==> src/rtl/wb_rr_arbiter_pkg.sv <==
// Shared types and defaults for the wishbone round-robin arbiter.
package wb_rr_arbiter_pkg;

  localparam int unsigned ARB_N_MASTERS = 2;
  localparam int unsigned ARB_ADDR_W    = 12;
  localparam int unsigned ARB_SEL_W     = 16;
  localparam int unsigned ARB_DATA_W    = 128;
  localparam int unsigned ARB_TIMEOUT   = 64;

  typedef logic [ARB_ADDR_W-1:0] wb_adr_t;
  typedef logic [ARB_SEL_W-1:0]  wb_sel_t;
  typedef logic [ARB_DATA_W-1:0] wb_data_t;

  typedef logic [1:0] arb_state_t;
  localparam arb_state_t ST_IDLE    = 2'd0;
  localparam arb_state_t ST_BUSY    = 2'd1;
  localparam arb_state_t ST_RELEASE = 2'd2;

endpackage

==> src/rtl/wb_rr_arbiter_if.sv <==
// Wishbone bundle between N masters, the arbiter and one shared slave.
interface wb_rr_arbiter_if
  import wb_rr_arbiter_pkg::*;
#(
  parameter int unsigned N_MASTERS = ARB_N_MASTERS,
  parameter int unsigned ADDR_W    = ARB_ADDR_W,
  parameter int unsigned SEL_W     = ARB_SEL_W,
  parameter int unsigned DATA_W    = ARB_DATA_W
);

  logic [N_MASTERS-1:0]             m_cyc;
  logic [N_MASTERS-1:0]             m_stb;
  logic [N_MASTERS-1:0]             m_we;
  logic [N_MASTERS-1:0][ADDR_W-1:0] m_adr;
  logic [N_MASTERS-1:0][SEL_W-1:0]  m_sel;
  logic [N_MASTERS-1:0][DATA_W-1:0] m_dat_m;
  logic [DATA_W-1:0]                m_dat_s;
  logic [N_MASTERS-1:0]             m_ack;
  logic [N_MASTERS-1:0]             m_rty;
  logic [N_MASTERS-1:0]             m_err;

  logic              s_cyc;
  logic              s_stb;
  logic              s_we;
  logic [ADDR_W-1:0] s_adr;
  logic [SEL_W-1:0]  s_sel;
  logic [DATA_W-1:0] s_dat_m;
  logic [DATA_W-1:0] s_dat_s;
  logic              s_ack;

  // Arbiter view: takes master requests, drives the shared slave.
  modport arb (
    input  m_cyc, m_stb, m_we, m_adr, m_sel, m_dat_m, s_dat_s, s_ack,
    output m_dat_s, m_ack, m_rty, m_err,
    output s_cyc, s_stb, s_we, s_adr, s_sel, s_dat_m
  );

  modport master (
    output m_cyc, m_stb, m_we, m_adr, m_sel, m_dat_m,
    input  m_dat_s, m_ack, m_rty, m_err
  );

  modport slave (
    input  s_cyc, s_stb, s_we, s_adr, s_sel, s_dat_m,
    output s_dat_s, s_ack
  );

endinterface

==> src/rtl/wb_rr_arbiter_pick.sv <==
// Rotating priority pick: first unmasked requester at or after ptr, mod N.
module wb_rr_arbiter_pick #(
  parameter int unsigned N_MASTERS = 2
) (
  input  logic [N_MASTERS-1:0]         req,
  input  logic [$clog2(N_MASTERS)-1:0] ptr,
  input  logic [N_MASTERS-1:0]         mask,
  output logic                         valid_c,
  output logic [$clog2(N_MASTERS)-1:0] idx_c
);

  localparam int unsigned PTR_W = $clog2(N_MASTERS);

  logic [N_MASTERS-1:0] eff;
  logic [PTR_W:0]       slot;

  always_comb begin
    eff     = req & ~mask;
    valid_c = 1'b0;
    idx_c   = '0;
    slot    = '0;
    for (int unsigned k = 0; k < N_MASTERS; k++) begin
      slot = {1'b0, ptr} + (PTR_W+1)'(k);
      if (slot >= (PTR_W+1)'(N_MASTERS)) slot = slot - (PTR_W+1)'(N_MASTERS);
      if (!valid_c && eff[slot[PTR_W-1:0]]) begin
        valid_c = 1'b1;
        idx_c   = slot[PTR_W-1:0];
      end
    end
  end

endmodule

==> src/rtl/wb_rr_arbiter.sv <==
// Round-robin arbiter sharing one wishbone slave among N masters, with a
// locked grant per transaction, a one-cycle release state and a watchdog.
module wb_rr_arbiter
  import wb_rr_arbiter_pkg::*;
#(
  parameter int unsigned N_MASTERS = ARB_N_MASTERS,
  parameter int unsigned ADDR_W    = ARB_ADDR_W,
  parameter int unsigned SEL_W     = ARB_SEL_W,
  parameter int unsigned DATA_W    = ARB_DATA_W,
  parameter int unsigned TIMEOUT   = ARB_TIMEOUT
) (
  input logic           clk,
  input logic           rst_n,
  wb_rr_arbiter_if.arb  bus
);

  localparam int unsigned PTR_W = $clog2(N_MASTERS);
  localparam int unsigned WD_W  = (TIMEOUT == 0) ? 1 : $clog2(TIMEOUT + 1);

  arb_state_t       state_q, state_d;
  logic [PTR_W-1:0] grant_q, grant_d;
  logic [PTR_W-1:0] rr_ptr_q, rr_ptr_d;
  logic [WD_W-1:0]  wd_cnt_q, wd_cnt_d;

  logic [PTR_W-1:0]     grant_inc;
  logic [N_MASTERS-1:0] pick_mask;
  logic                 pick_valid;
  logic [PTR_W-1:0]     pick_idx;
  logic                 wd_expire;

  assign grant_inc = (grant_q == PTR_W'(N_MASTERS - 1)) ? '0 : grant_q + PTR_W'(1);
  // The master just served is hidden while RELEASE absorbs its trailing STB.
  assign pick_mask = (state_q == ST_RELEASE) ? (N_MASTERS'(1) << grant_q) : '0;
  assign wd_expire = (TIMEOUT != 0) && (wd_cnt_q == WD_W'(TIMEOUT - 1));

  wb_rr_arbiter_pick #(.N_MASTERS(N_MASTERS)) u_pick (
    .req     (bus.m_stb),
    .ptr     (rr_ptr_q),
    .mask    (pick_mask),
    .valid_c (pick_valid),
    .idx_c   (pick_idx)
  );

  assign bus.m_dat_s = bus.s_dat_s;
  assign bus.m_rty   = ~(bus.m_ack & bus.m_stb);

  always_comb begin
    state_d     = state_q;
    grant_d     = grant_q;
    rr_ptr_d    = rr_ptr_q;
    wd_cnt_d    = wd_cnt_q;
    bus.s_cyc   = 1'b0;
    bus.s_stb   = 1'b0;
    bus.s_we    = 1'b0;
    bus.s_adr   = '0;
    bus.s_sel   = '0;
    bus.s_dat_m = '0;
    bus.m_ack   = '0;
    bus.m_err   = '0;
    case (state_q)
      ST_IDLE: begin
        if (pick_valid) begin
          grant_d  = pick_idx;
          wd_cnt_d = '0;
          state_d  = ST_BUSY;
        end
      end
      ST_BUSY: begin
        bus.s_cyc          = bus.m_cyc[grant_q];
        bus.s_stb          = bus.m_stb[grant_q];
        bus.s_we           = bus.m_we[grant_q];
        bus.s_adr          = bus.m_adr[grant_q];
        bus.s_sel          = bus.m_sel[grant_q];
        bus.s_dat_m        = bus.m_dat_m[grant_q];
        bus.m_ack[grant_q] = bus.s_ack;
        // Ack beats a same-cycle STB drop; a dropped STB beats the watchdog.
        if (bus.s_ack) begin
          rr_ptr_d = grant_inc;
          state_d  = ST_RELEASE;
        end else if (!bus.m_stb[grant_q]) begin
          rr_ptr_d = grant_inc;
          state_d  = ST_IDLE;
        end else if (wd_expire) begin
          bus.m_err[grant_q] = 1'b1;
          rr_ptr_d           = grant_inc;
          state_d            = ST_RELEASE;
        end else if (wd_cnt_q != {WD_W{1'b1}}) begin
          wd_cnt_d = wd_cnt_q + WD_W'(1);
        end
      end
      ST_RELEASE: begin
        if (pick_valid) begin
          grant_d  = pick_idx;
          wd_cnt_d = '0;
          state_d  = ST_BUSY;
        end else begin
          state_d = ST_IDLE;
        end
      end
      default: state_d = ST_IDLE;
    endcase
  end

  always_ff @(posedge clk or negedge rst_n) begin
    if (!rst_n) begin
      state_q  <= ST_IDLE;
      grant_q  <= '0;
      rr_ptr_q <= '0;
      wd_cnt_q <= '0;
    end else begin
      state_q  <= state_d;
      grant_q  <= grant_d;
      rr_ptr_q <= rr_ptr_d;
      wd_cnt_q <= wd_cnt_d;
    end
  end

endmodule
==> src/flat_wrapper.sv <==
// flat-port wrapper written by rule: the top's interface ports become plain ports
module wb_rr_arbiter_flat import wb_rr_arbiter_pkg::*;
#(
  parameter int unsigned N_MASTERS = ARB_N_MASTERS,
  parameter int unsigned ADDR_W    = ARB_ADDR_W,
  parameter int unsigned SEL_W     = ARB_SEL_W,
  parameter int unsigned DATA_W    = ARB_DATA_W,
  parameter int unsigned TIMEOUT   = ARB_TIMEOUT
)
  (clk, rst_n, bus_m_cyc, bus_m_stb, bus_m_we, bus_m_adr, bus_m_sel, bus_m_dat_m, bus_s_dat_s, bus_s_ack, bus_m_dat_s, bus_m_ack, bus_m_rty, bus_m_err, bus_s_cyc, bus_s_stb, bus_s_we, bus_s_adr, bus_s_sel, bus_s_dat_m);
  wb_rr_arbiter_if #(.N_MASTERS(N_MASTERS), .ADDR_W(ADDR_W), .SEL_W(SEL_W), .DATA_W(DATA_W)) bus_i ();
  input logic clk;
  input logic rst_n;
  input wire logic [$bits(bus_i.m_cyc)-1:0] bus_m_cyc;
  input wire logic [$bits(bus_i.m_stb)-1:0] bus_m_stb;
  input wire logic [$bits(bus_i.m_we)-1:0] bus_m_we;
  input wire logic [$bits(bus_i.m_adr)-1:0] bus_m_adr;
  input wire logic [$bits(bus_i.m_sel)-1:0] bus_m_sel;
  input wire logic [$bits(bus_i.m_dat_m)-1:0] bus_m_dat_m;
  input wire logic [$bits(bus_i.s_dat_s)-1:0] bus_s_dat_s;
  input wire logic [$bits(bus_i.s_ack)-1:0] bus_s_ack;
  output wire logic [$bits(bus_i.m_dat_s)-1:0] bus_m_dat_s;
  output wire logic [$bits(bus_i.m_ack)-1:0] bus_m_ack;
  output wire logic [$bits(bus_i.m_rty)-1:0] bus_m_rty;
  output wire logic [$bits(bus_i.m_err)-1:0] bus_m_err;
  output wire logic [$bits(bus_i.s_cyc)-1:0] bus_s_cyc;
  output wire logic [$bits(bus_i.s_stb)-1:0] bus_s_stb;
  output wire logic [$bits(bus_i.s_we)-1:0] bus_s_we;
  output wire logic [$bits(bus_i.s_adr)-1:0] bus_s_adr;
  output wire logic [$bits(bus_i.s_sel)-1:0] bus_s_sel;
  output wire logic [$bits(bus_i.s_dat_m)-1:0] bus_s_dat_m;
  assign bus_i.m_cyc = bus_m_cyc;
  assign bus_i.m_stb = bus_m_stb;
  assign bus_i.m_we = bus_m_we;
  assign bus_i.m_adr = bus_m_adr;
  assign bus_i.m_sel = bus_m_sel;
  assign bus_i.m_dat_m = bus_m_dat_m;
  assign bus_i.s_dat_s = bus_s_dat_s;
  assign bus_i.s_ack = bus_s_ack;
  assign bus_m_dat_s = bus_i.m_dat_s;
  assign bus_m_ack = bus_i.m_ack;
  assign bus_m_rty = bus_i.m_rty;
  assign bus_m_err = bus_i.m_err;
  assign bus_s_cyc = bus_i.s_cyc;
  assign bus_s_stb = bus_i.s_stb;
  assign bus_s_we = bus_i.s_we;
  assign bus_s_adr = bus_i.s_adr;
  assign bus_s_sel = bus_i.s_sel;
  assign bus_s_dat_m = bus_i.s_dat_m;
  wb_rr_arbiter #(.N_MASTERS(N_MASTERS), .ADDR_W(ADDR_W), .SEL_W(SEL_W), .DATA_W(DATA_W), .TIMEOUT(TIMEOUT)) u_core (.clk(clk), .rst_n(rst_n), .bus(bus_i));
endmodule
==> config.mk <==
export PLATFORM = sky130hd
export DESIGN_NAME = wb_rr_arbiter_flat
export DESIGN_NICKNAME = d
export VERILOG_FILES = /design/src/rtl/wb_rr_arbiter_pkg.sv /design/src/rtl/wb_rr_arbiter_if.sv /design/src/rtl/wb_rr_arbiter_pick.sv /design/src/rtl/wb_rr_arbiter.sv /design/src/flat_wrapper.sv
export SDC_FILE = /design/constraint.sdc
export NUM_CORES = 1
export LEC_CHECK = 0
export ABC_CLOCK_PERIOD_IN_PS = 3400
export CAP_MARGIN = 0
export CORE_AREA = 2 2 293 295
export CTS_CLUSTER_DIAMETER = 150
export DETAILED_ROUTE_END_ITERATION = 16
export DIE_AREA = 0 0 295 297
export GPL_ROUTABILITY_DRIVEN = 0
export PLACE_DENSITY = 0.3
export SETUP_SLACK_MARGIN = 0.4
export SLEW_MARGIN = 10
export SYNTH_ARGS = -nofsm -noshare
export SYNTH_HDL_FRONTEND = slang
export SYNTH_SLANG_ARGS = --single-unit
==> constraint.sdc <==
create_clock -name clk -period 3.4 [get_ports clk]
set_input_delay 0.85 -clock clk [delete_from_list [all_inputs] [get_ports clk]]
set_output_delay 0.85 -clock clk [all_outputs]
set_load 0.02 [all_outputs]
==> flow_summary.ini, run 1 <==
[setup_path]
cp-end-kind = output pin
crit_path_start = u_core.grant_q
regToRegEndpoint = u_core.wd_cnt_q[0]
cp.required_ps = 2550
r2r_start = u_core.grant_q
r2r_slack_ps = 1260
cp_max_fo = 40
ff2ff_path_depth = 6
cp-start-kind = flop
critPathCapture = bus_s_dat_m[34]
path_class = reg -> out
arrival_ps = 2110

[cts]
clkTransAtPathRegs_ps = 40
htreeDepth = 1
cts_tree = done
ctsLongestPathBuffers = 2
clk_latency_ps = 240
cts_sinks = 11
cts_root_buf = clkbuf_16
cts_buffers = 3

[logic_synthesis]
synth-async-reset-ratio_pct = 100
netlist_area_sq_um = 3960
ys.flop_type = dfrtp_1
ys_seq_area_share_pct = 6.95
synth_common_cells = nor2_1 (169), mux2i_1 (160), buf_4 (129)
synth_edf_count = 0
synth_seq_cells = 11
syn_avg_cell_area_sq_um = 7.15
synth_area_leaders = mux2i_1 (40%), buf_4 (24%), nor2_1 (16%)
synth_most_common_cell = nor2_1
synthDistinctLibCells = 35
synth_top_area_cell = mux2i_1
syn-num-nets = 1004
synthCells = 554
yosys_warnings = 0
yosys.area.top_type_share_pct = 40.4

[timing]
fin_skew_ps = 0.679
period_minus_slack_ps = 2960
timing.slew.headroom_pct = 63.4
grt_setup_unrepaired = true
max_freq_mhz = 338
tightest_slew_ps = 547
setup_slack_ps = 438
tns_ps = 0
drv_slew = 0
hold_viol_final = 0
setup_viol = 0
period_share_pct = 87.1

[global_routing]
grt_max_degree = 59
grt_overflow_total = 0
grt_pass1_wl_mm = 32.2
antenna_found_initial = 0
grt_pass1_vias = 5053
track_usage_pct = 4.86

[floorplan]
dieWidth_um = 295
start_util_pct = 4.69
io-pin-count = 742
die_area_sq_um = 87600
coreArea_sq_um = 84500
die_y_um = 297
fp-row-count = 107

[detailed_routing]
wl_per_cell_um = 11.9
drt-pass1-iter-count = 4
drc = 0
routed_wl_mm = 24.3
antenna_left = 0
vias = 5112
vias_per_cell = 2.49
drt_iter0_markers = 87

[run_status]
status = finished, final reports clean

[pwr]
p_leak_nw = 4.41
p_per_area_nw_per_um2 = 592
fin_total_pwr_mw = 5.67
peakVddDrop_v = 0.000238

[run]
max_cap_viol_count = 0

[final_layout]
drive_gt1_share_pct = 4.42
multiInputGateArea_sq_um = 2550
layout.area.seq_sq_um = 280
antenna_cells = 0
finish.utilization_pct = 11.3
syn_to_final_growth_pct = 142
fillerInstances = 9766
fin_nets = 1356

[placed_design]
portBuffers = 485
dp_slack_ps = 76.5
dp_hpwl_mm = 20.6

[worst_hold_path]
hp-class = reg -> reg
[layer usage]
metal | part of all wire, % | vias up | GRT usage [%] | wire length, um
met5 | 0 | - | 0 | 0
met4 | 4.5 | 0 | 2.39 | 1100
met3 | 11 | 69 | 1.41 | 2690
met2 | 53 | 369 | 9.82 | 12800
met1 | 32 | 2255 | 4.25 | 7710
li1 | - | 2419 | - | -
[flip-flops by register name, indices dropped and copies added, names as in the netlist]
name             flops
u_core.grant_q       1
u_core.rr_ptr_q      1
u_core.state_q       2
u_core.wd_cnt_q      7
[logic make-up after synthesis]
| logic type | synth area share [%] |
|---|---|
| AND/OR/NAND/NOR | 19.7 |
| buffers and inverters | 28.9 |
| multiplexers | 40.7 |
| AO/OA/AOI/OAI | 3.13 |
| flip-flops | 6.95 |
| XOR/XNOR | 0.221 |
| adder cells (fa/ha/maj) | 0.316 |
[report_power, final]
group / internal (mW) / switching, mW
Clock: 0.157 / 0.0556
Sequential: 0.176 / 0.0558
Combinational: 2.47 / 2.76
[worst min-delay path by stage]
stage	start	to	cells past startpoint
finish	u_core.wd_cnt_q[6]	u_core.wd_cnt_q[6]	1
global route	u_core.wd_cnt_q[6]	u_core.wd_cnt_q[6]	1
CTS	u_core.wd_cnt_q[6]	u_core.wd_cnt_q[6]	1
detailed placement	u_core.wd_cnt_q[6]	u_core.wd_cnt_q[6]	1
global placement	u_core.wd_cnt_q[6]	u_core.wd_cnt_q[6]	1
floorplan	u_core.wd_cnt_q[6]	u_core.wd_cnt_q[6]	1
[per-stage QoR]
stage / cells / hold slack [ps] / instance area, sq um
6_report: 2049 / 512 / 9580
3_5_place_dp: 2042 / 499 / 9410
5_1_grt: 2049 / 536 / 9580
3_3_place_gp: 2042 / 490 / 9410
4_1_cts: 2048 / 515 / 9450
2_1_floorplan: 554 / 454 / 3960
[critical path, cell delays in order (launching register included)]
cell             delay [ps]
dfrtp_4                 500
buf_12                  180
buf_4                   260
mux2i_1                 120
nor2_1                   80
clkdlybuf4s50_1         610
[layout by cell type (no fill, tap or decap), drive strengths merged, types with 3 or more instances in the layout]
cell,n
a21oi,4
and3,3
buf,29
clkbuf,7
clkdlybuf4s50,396
dfrtp,11
dlygate4sd2,45
dlymetal6s2s,40
inv,4
mux2i,160
nand2,5
nand2b,3
nand4,3
nor2,169
[what timing repair did]
| action | CTS | global route |
|---|---|---|
| buffers inserted | 2 | 0 |
| setup endpoints to repair | 96 | 65 |
| hold buffers | 0 | 0 |
| cloned | 0 | 1 |
| pin swaps | 0 | 0 |
| resized for setup | 51 | 49 |
[area by class of cell]
class,instances,share of cell area [%]
repair buffers,514,54.6
multi-input cells,372,26.6
well taps,1144,14.9
flip-flops and latches,11,2.93
clock buffers,4,0.823
inverters,4,0.157
No activity file was read; power rests on OpenSTA's default activity.
==> run 2: changes to the inputs <==
- CTS_BUF_LIST: not set -> sky130_fd_sc_hd__clkbuf_2 sky130_fd_sc_hd__clkbuf_4 sky130_fd_sc_hd__clkbuf_8
==> flow_summary.ini, run 2 (synthesized netlist as in run 1, its figures left out) <==
[run_status]
status = finished, final reports clean

[final_layout]
syn_to_final_growth_pct = 142
antenna_cells = 0
largest_reg_flops = 7
top_register = u_core.wd_cnt_q
fillerInstances = 9767
multiInputGateArea_sq_um = 2550
most-common-layout-cells = clkdlybuf4s50_1 (382), nor2_1 (169), mux2i_1 (159), dlymetal6s2s_1 (54), dlygate4sd2_1 (45)
drive_gt1_share_pct = 4.64
reg_top3 = u_core.wd_cnt_q (7), u_core.state_q (2)
fin_nets = 1356
final_common_cell = clkdlybuf4s50_1
layout.area.seq_sq_um = 280

[global_routing]
antenna_found_initial = 0
grt_use_met2_pct = 9.82
grt_pass1_wl_mm = 32.2
met1_usage_pct = 4.25
track_usage_pct = 4.86
grt_max_degree = 59
grt.busiest_layer = met2
grt_pass1_vias = 5053
use_met3_pct = 1.41
grt_overflow_total = 0

[setup_path]
cp.required_ps = 2550
cp_max_fo = 40
cp-end-kind = output pin
arrival_ps = 2130
path_class = reg -> out
cp-start-kind = flop

[floorplan]
start_util_pct = 4.69
coreArea_sq_um = 84500
die_y_um = 297
io-pin-count = 742
die_area_sq_um = 87600
fp-row-count = 107
dieWidth_um = 295

[timing]
grt_setup_unrepaired = true
setup_viol = 0
timing.slew.headroom_pct = 63.8
tightest_slew_ps = 542
hold_viol_final = 0
max_freq_mhz = 336
period_minus_slack_ps = 2980
tns_ps = 0
period_share_pct = 87.5
fin_skew_ps = 1.41
drv_slew = 0

[cts]
cts_root_buf = clkbuf_8
clk_latency_ps = 240
clkTransAtPathRegs_ps = 50
cts_buffers = 3
cts_tree = done
cts_sinks = 11
htreeDepth = 1
ctsLongestPathBuffers = 2

[worst_hold_path]
hp-class = reg -> reg

[detailed_routing]
antenna_left = 0
wl_per_cell_um = 11.9
drt_iter0_markers = 87
vias_per_cell = 2.50
routed_wl_mm = 24.3
vias = 5124
drc = 0
drt-pass1-iter-count = 4

[pwr]
p_per_area_nw_per_um2 = 583
peakVddDrop_v = 0.000238
p_leak_nw = 4.61
fin_total_pwr_mw = 5.59

[placed_design]
dp_hpwl_mm = 20.6
portBuffers = 485

[run]
max_cap_viol_count = 0
[run 2: cell count changes in the layout (fill, tap and decap cells not counted)]
cell	change
clkbuf_4	+1
buf_12	-1
dlymetal6s2s_1	+14
clkbuf_1	-1
clkbuf_16	-3
buf_16	+1
mux2i_1	-1
clkbuf_8	+3
mux2i_2	+1
clkdlybuf4s50_1	-14
[run 2: final timing paths]
check                              startpoint                  to  slack (ps)  cells past startpoint
max reg2reg                    u_core.grant_q  u_core.wd_cnt_q[0]        1260                      6
max in group asynchronous               rst_n      u_core.grant_q        2030                      1
min                        u_core.wd_cnt_q[6]  u_core.wd_cnt_q[6]         510                      1
min in group asynchronous               rst_n   u_core.state_q[1]         970                      1
max                            u_core.grant_q     bus_s_dat_m[34]         420                      5
min reg2reg                u_core.wd_cnt_q[6]  u_core.wd_cnt_q[6]         510                      1
[run 2: metal layers]
metal  part of all wire, %  up-vias
met5                     0        -
met4                   4.5        0
met1                    32     2258
met3                    11       71
met2                    53      379
li1                      -     2416
[run 2: timing repair]
item	in CTS	in global routing
resized for setup	51	65
endpoints found under the hold margin	0	0
hold buffers	0	0
cloned	0	1
buffers inserted	2	0
pin swaps	0	0
setup endpoints to repair	99	74
[run 2: report_power, final]
part / switching (mW) / leakage [nW] / total (mW) / internal (mW)
Combinational: 2.76 / 4.44 / 5.22 / 2.47
Clock: 0.0483 / 0.0262 / 0.139 / 0.0902
Sequential: 0.0565 / 0.143 / 0.232 / 0.176
Total: 2.86 / 4.61 / 5.59 / 2.73
[run 2: stage by stage]
stage	instances	setup WS, ps	instance area (sq um)	utilization [%]	hold slack, ps
4_1_cts	2048	361	9420	11.2	517
3_3_place_gp	2042	41.6	9410	11.1	490
2_1_floorplan	554	716	3960	-	454
3_5_place_dp	2042	76.5	9410	11.1	499
5_1_grt	2049	367	9600	11.4	539
6_report	2049	424	9600	11.4	514
[run 2: cell type report]
class                      count  share of cell area (%)
timing repair buffer         514                    54.9
multi-input combinational    372                    26.6
tap                         1144                    14.9
sequential                    11                    2.92
inverter                       4                   0.156
clock buffer                   4                   0.508
[run 2: worst max-delay path: stages (launching register included)]
cell	delay, ps
dfrtp_4	510
buf_12	180
buf_4	260
mux2i_1	120
nor2_1	80
clkdlybuf4s50_1	610
==> RTL edit, RTL diff (settings of run 1) <==
Reset style: synchronous (`rst_n`), changed in one clocked block.
--- a/src/rtl/wb_rr_arbiter.sv
+++ b/src/rtl/wb_rr_arbiter.sv
@@ -103,3 +103,3 @@
 
-  always_ff @(posedge clk or negedge rst_n) begin
+  always_ff @(posedge clk) begin
     if (!rst_n) begin
Formal check against the unedited RTL: differs if rst_n is asserted again (counterexample within 4 cycles, from zero or initial values and one cycle with rst_n low); with rst_n held inactive, the same outputs for 4 cycles.
==> RTL edit against run 1 <==
Final cell count up 0.63%. Routed wire length up 8.8%. Fmax down 2.4%. Sequential cell count unchanged. Via count up 1.8%. Worst setup slack worse by 73 ps. Synthesized area about the same. Design area up 0.22%. Critical endpoint is now bus_m_err[0].
Power is left out: it rests on default switching activity, and per cell area and clock period it moved more than threefold.
==> RTL edit: results (changes against run 1) <==
Parameter                              Value

GRT
  Maximum number of pins on one net before global-route repair    64 (was 59)
  GRT Util Overall    0.0533 (was 0.0486)
  Met3 demand-to-capacity share in global routing    0.0149 (was 0.0141)
  Global-route track usage on met2    0.106 (was 0.0982)

Timing
  Hold Worst Slack    484 ps (was 512 ps)
  Share of the clock period used by the worst path after layout    0.893 (was 0.871)
  Max-slew headroom at the worst pin    0.666 (was 0.634)

Routing
  Total wire length    26,400 um (was 24,300 um)
  Top Layer Used    met5 (was met4)
  Length of routed met3 wiring    2620 um (was 2690 um)
  Detailed-route wire length on metal 1    8750 um (was 7710 um)
  Detailed-routed wire length on met2    13,900 um (was 12,800 um)

Status
  Outcome    completed (unchanged)

Synthesis
  Cell types occupying the most area after synthesis    sky130_fd_sc_hd__mux2i_1, sky130_fd_sc_hd__buf_4, sky130_fd_sc_hd__nor2_1 (unchanged)

Hold path
  Hold path startpoint    u_core.wd_cnt_q[6]$_SDFFE_PN0P_ (was u_core.wd_cnt_q[6]$_DFFE_PN0P_)

Final layout
  Fill cell count    9,775 (was 9,766)
  Nets@finish    1,369 (was 1,356)
  Fraction of layout instances using a drive strength above 1    0.0490 (was 0.0442)
  Final instance count without filler cells    2,062 (was 2,049)

Critical path
  Reg2reg start    u_core.grant_q$_SDFFE_PN0P_ (was u_core.grant_q$_DFFE_PN0P_)
  Data arrival at the endpoint of the critical path    2190 ps (was 2110 ps)
  Capturing point of the worst reg2reg path    u_core.wd_cnt_q[1]$_SDFFE_PN0P_ (was u_core.wd_cnt_q[0]$_DFFE_PN0P_)
  Kind of critical path    primary input to output pin (was flip-flop to output pin)
  First element of the critical path    bus_s_ack (was u_core.grant_q$_DFFE_PN0P_)

Clock network
  Post CTS Setup Buffer Count    4 (was 2)

Placed design
  Setup WS pre-CTS    -23.7 ps (was 76.5 ps)
==> RTL edit: changes by cell type in the layout (fill, tap and decap cells not counted), moves of 3 or more <==
cell                             run 1  this run
sky130_fd_sc_hd__dfxtp_1             0        10
sky130_fd_sc_hd__buf_4              20        29
sky130_fd_sc_hd__dfrtp_1             9         0
sky130_fd_sc_hd__nand2_1             5        11
sky130_fd_sc_hd__nor2_1            169       165
sky130_fd_sc_hd__a31oi_1             1         4
sky130_fd_sc_hd__nand3_1             1         4
==> RTL edit: logic make-up after synthesis <==
family          Yosys count  share of synthesized area
simple gates            202                      0.210
compound gates           18                     0.0338
flops                    11                     0.0556
fa+ha+maj                 1                    0.00316
mux                     161                      0.407
buf+inv                 170                      0.291
==> RTL edit: layout make-up <==
| class | instances | area share |
|---|---|---|
| Clock buffer | 4 | 0.00821 |
| Multi-Input combinational cell | 382 | 0.270 |
| Inverter | 2 | 0.000782 |
| Sequential cell | 11 | 0.0233 |
| Tap cell | 1144 | 0.149 |
| Timing Repair Buffer | 519 | 0.548 |
